File: src/rtl/arith_pkg.sv
// Shared definitions for the serial arithmetic blocks: FSM encoding and default width.
package arith_pkg;

    localparam int DEF_WIDTH = 8;

    typedef enum logic [1:0] {
        ST_IDLE  = 2'd0,
        ST_SHIFT = 2'd1,
        ST_DONE  = 2'd2
    } state_e;

endpackage

File: src/rtl/full_subtractor_bit.sv
// One-bit full subtractor: d = x - y - bi, with borrow-out bo.
module full_subtractor_bit (
    input  logic x,
    input  logic y,
    input  logic bi,
    output logic d,
    output logic bo
);

    assign d  = x ^ y ^ bi;
    assign bo = (~x & y) | (~(x ^ y) & bi);

endmodule

File: src/rtl/serial_subtractor.sv
// Bit-serial subtractor, LSB first, with a start/busy/done handshake.
// diff/bout are only written when a result completes, so they hold between operations.
module serial_subtractor
    import arith_pkg::*;
#(
    parameter int WIDTH = DEF_WIDTH
) (
    input  logic             clk,
    input  logic             rst,
    input  logic             start,
    input  logic [WIDTH-1:0] a,
    input  logic [WIDTH-1:0] b,
    input  logic             bin,
    output logic             busy,
    output logic             done,
    output logic [WIDTH-1:0] diff,
    output logic             bout
);

    localparam int CW = $clog2(WIDTH) + 1;

    state_e           state_q, state_d;
    logic [WIDTH-1:0] sa_q, sa_d;
    logic [WIDTH-1:0] sb_q, sb_d;
    logic [WIDTH-1:0] sr_q, sr_d;
    logic             br_q, br_d;
    logic [CW-1:0]    cnt_q, cnt_d;
    logic [WIDTH-1:0] diff_q, diff_d;
    logic             bout_q, bout_d;
    logic             done_q, done_d;
    logic             busy_q;
    logic             d_s;
    logic             nb_s;

    full_subtractor_bit u_fsb (
        .x  (sa_q[0]),
        .y  (sb_q[0]),
        .bi (br_q),
        .d  (d_s),
        .bo (nb_s)
    );

    // Next-state and datapath update for the IDLE/SHIFT/DONE sequence.
    always_comb begin
        state_d = state_q;
        sa_d    = sa_q;
        sb_d    = sb_q;
        sr_d    = sr_q;
        br_d    = br_q;
        cnt_d   = cnt_q;
        diff_d  = diff_q;
        bout_d  = bout_q;
        done_d  = 1'b0;
        case (state_q)
            ST_IDLE: begin
                if (start) begin
                    sa_d    = a;
                    sb_d    = b;
                    br_d    = bin;
                    cnt_d   = '0;
                    state_d = ST_SHIFT;
                end else begin
                    state_d = ST_IDLE;
                end
            end
            ST_SHIFT: begin
                sa_d  = sa_q >> 1;
                sb_d  = sb_q >> 1;
                sr_d  = {d_s, sr_q[WIDTH-1:1]};
                br_d  = nb_s;
                cnt_d = cnt_q + CW'(1);
                if (cnt_q == CW'(WIDTH - 1)) begin
                    state_d = ST_DONE;
                end else begin
                    state_d = ST_SHIFT;
                end
            end
            ST_DONE: begin
                diff_d  = sr_q;
                bout_d  = br_q;
                done_d  = 1'b1;
                state_d = ST_IDLE;
            end
            default: begin
                state_d = ST_IDLE;
            end
        endcase
    end

    // State, datapath and output registers; reset aborts any operation in flight.
    always_ff @(posedge clk or posedge rst) begin
        if (rst) begin
            state_q <= ST_IDLE;
            sa_q    <= '0;
            sb_q    <= '0;
            sr_q    <= '0;
            br_q    <= 1'b0;
            cnt_q   <= '0;
            diff_q  <= '0;
            bout_q  <= 1'b0;
            done_q  <= 1'b0;
            busy_q  <= 1'b0;
        end else begin
            state_q <= state_d;
            sa_q    <= sa_d;
            sb_q    <= sb_d;
            sr_q    <= sr_d;
            br_q    <= br_d;
            cnt_q   <= cnt_d;
            diff_q  <= diff_d;
            bout_q  <= bout_d;
            done_q  <= done_d;
            busy_q  <= (state_d == ST_SHIFT);
        end
    end

    assign busy = busy_q;
    assign done = done_q;
    assign diff = diff_q;
    assign bout = bout_q;

endmodule

File: config.mk
export PLATFORM = sky130hd
export DESIGN_NAME = serial_subtractor
export DESIGN_NICKNAME = d
export VERILOG_FILES = /design/src/rtl/arith_pkg.sv /design/src/rtl/full_subtractor_bit.sv /design/src/rtl/serial_subtractor.sv
export SDC_FILE = /design/constraint.sdc
export NUM_CORES = 1
export LEC_CHECK = 0
export CAP_MARGIN = 20
export CORE_UTILIZATION = 50
export CTS_CLUSTER_DIAMETER = 150
export CTS_CLUSTER_SIZE = 25
export DETAILED_ROUTE_END_ITERATION = 16
export PLACE_DENSITY_LB_ADDON = 0.1
export SLEW_MARGIN = 40
export SYNTH_ARGS = -nofsm -noshare
export SYNTH_HDL_FRONTEND = slang
export SYNTH_SLANG_ARGS = --single-unit
File: constraint.sdc
create_clock -name clk -period 1.9 [get_ports clk]
set_input_delay 0.57 -clock clk [delete_from_list [all_inputs] [get_ports clk]]
set_output_delay 0.57 -clock clk [all_outputs]
set_load 0.01 [all_outputs]
==> results.md <==
- Setup Skew: 0.009367 ns
- Critical path class: reg -> out
- Worst setup SP type: flip-flop
- Final instance area: 2206 µm²
- PD cells: 1281 nW/µm²
- Final net count: 218
- Vias in the first global route: 1187
- Pre-Repair DR Iteration Count: 4
- Final core utilization: 65.08%
- Hold Path Sink: bout
- Routed len/inst: 13.21 µm
- TNS Setup: 0 ns
- Status: finished, final reports clean
- CTS H-tree depth: 2
- Mapped Cells: 164
- Die H: 62.05 µm
- Compound-cell area share of the yosys netlist: 15.68%
- Initial Util: 53.19%
- Final GP Congestion: 0.7463
- Xor and xnor area share after synthesis: 0%
- Core Box Area: 3390 µm²
- Worst path slowest cell: clkdlybuf4s50_1
- Detailed-route via count: 1276
- Ys Warns: 0
- Syn avg cell area: 10.99 µm²
- Fmax: 550.5 MHz
- Final hold violation count: 0
- Via density per instance: 5.251
- Clk network pwr share: 16.1%
- Post-cts resize count: 0
- Net count after synthesis: 186
- Cell-internal power: 1.832 mW
- Cell family with most CP delay: buffers and inverters
- Post-synthesis sequential area ratio: 58.29%
- Worst slew margin: 66.53%
- Global-route wire length before repair: 5278 µm
- Layout cells sized above 1: 9.137%
- Leak Pwr: 1.037 nW
- Post-DP HPWL: 2195 µm
- Max Slew Vio Count: 0
- FF-to-FF path depth: 4
- Cts bufs inserted: 5
- MaxCap Viol Count: 0
- Synth cell types: 28
- CP cell instances: clkdlybuf4s50_1
- Psw: 0.9934 mW
- Iteration-0 DRC Markers: 66
- Placed Instance Area: 2138 µm²
- GRT Total Usage: 18.98%
- Number of buffers and inverters on the critical path: 1
- Site row count: 21
- Sw frac: 35.16%
- Skew-Pair Late Insertion Delay: 0.34 ns
- Longest Clk Path Bufs: 2
- Worst Hold Path Cells: 1
- Post-detailed-route DRC marker count: 0
- TritonCTS clock tree: yes
- Routed WL: 3209 µm
- Hold Path Class: reg -> reg
- Initial antenna violation count: 0
- Worst vdd ir: 0.7394 mV
- CP max stage delay: 0.53 ns
- Synth Area in Simple Gates: 13.12%
- Worst setup EP type: primary output
- Worst-Margin Slew: 0.5020 ns
- IO buf count: 30
- Tcrit/Tclk final: 95.61%
- Die area: 3850 µm²
- Most frequent cells in the layout: nand2_1 (42), dfrtp_1 (42), clkdlybuf4s50_1 (28), a22oi_1 (13), mux2_1 (9)
- Logic pwr share: 33.2%
- Grt total ovfl: 0
- Combinational family with the most area after synthesis: compound AO/OA/AOI/OAI gates
- Worst-path fanout max: 2
- Largest net degree at the start of global routing: 43
- Critical hold path startpoint: bout
- Mapped cell area: 1803 µm²
- Post-CTS setup buffers: 0
- RSZ-0062 raised after global routing: false
- Post-synthesis register bit count: 42
- Die Wd: 62.05 µm
- Clk pin slew, worst setup/hold paths: 0.13 ns
- Cts hold-fix bufs: 0
- Crit path required time: 1.33 ns
- Layout area overhead: 22.35%
- Antenna diodes: 0
- Seq pwr share: 50.7%
- Root buf cell: clkbuf_4
- Overall power consumption: 2.825 mW
- Detail Route Antenna Nets: 0
- Data arrival, critical path: 1.25 ns
- R2R Setup Slk: 0.32 ns
- Multiplexer area fraction after synthesis: 6.246%
- Clk sinks: 42
- Final setup fails: 0
- Adder-cell share of the synthesized area: 1.804%
- Fill cells: 272
- RR Endpoint: sa_q[3]
- I/O pins: 31
- RR Startpoint: state_q[0]
- Minimum clock period: 1.817 ns
==> area by class of cell <==
class                      instances  area [µm²]  area share [%]
sequential                        42        1051           47.65
multi-input combinational        108       664.4           30.12
timing repair buffer              35       355.3           16.11
tap                               46       57.56           2.609
clock buffer                       5       37.54           1.702
clock inverter                     3       25.02           1.134
inverter                           4       15.01          0.6807
==> routing by layer <==
metal	track usage, %	share of wire, %
met5	0	0
met4	6.667	1.1
met3	3.727	3.6
met2	29.03	47
met1	27.06	48
==> kinds of logic after synthesis <==
group	count (synthesis)
buffers and inverters	14
flip-flops	42
multiplexers	10
AND/OR/NAND/NOR	54
adder cells (fa/ha/maj)	2
AO/OA/AOI/OAI	42
==> flip-flops by register name (all words and copies together) (netlist names) <==
| signal | count |
|---|---|
| cnt_q | 4 |
| done | 1 |
| sa_q | 8 |
| bout | 1 |
| busy | 1 |
| sb_q | 8 |
| state_q | 2 |
| diff | 8 |
| sr_q | 8 |
| br_q | 1 |
==> Yosys cell counts, drive strengths merged <==
library cell	count	area [µm²]
a21oi	5	28.78
a22o	2	17.52
a22oi	14	110.1
a31oi	1	6.260
a41oi	1	8.760
and2b	3	22.52
buf	10	72.57
dfrtp	42	1051
fa	1	20.02
ha	1	12.51
inv	4	15.01
mux2	10	112.6
nand2	42	157.7
nand2b	1	6.260
nand3	1	5.000
nor2	2	7.510
nor2b	4	32.53
nor3	1	5.000
o21ai	16	80.08
o21bai	1	18.77
o22ai	2	12.51
==> through the flow <==
stage	hold slack, ns	cells	setup WS [ns]
after floorplan	0.4418	164	0.3556
after detailed placement	0.4751	235	-0.06429
after CTS	0.5040	243	0.06311
after global routing	0.5135	243	0.007515
final	0.4988	243	0.08347
after global placement	0.4547	235	0.02426
==> power by group through the flow <==
stage | sequential (mW) | clock [mW] | combinational [mW]
global placement | 1.44 | 0 | 0.924
global route | 1.48 | 0.510 | 1.07
CTS | 1.44 | 0.468 | 0.955
detailed placement | 1.46 | 0 | 0.952
floorplan | 1.41 | 0 | 0.674
finish | 1.43 | 0.455 | 0.938
==> how the worst max path moves through the flow <==
stage	from	to	cells past startpoint
2_1_floorplan	rst	bout	1
3_3_place_gp	start	sa_q[1]	4
3_5_place_dp	start	sb_q[2]	4
4_1_cts	diff[7]	diff[7]	1
5_1_grt	diff[0]	diff[0]	1
6_report	diff[3]	diff[3]	1
No activity file was read; power rests on OpenSTA's default activity.
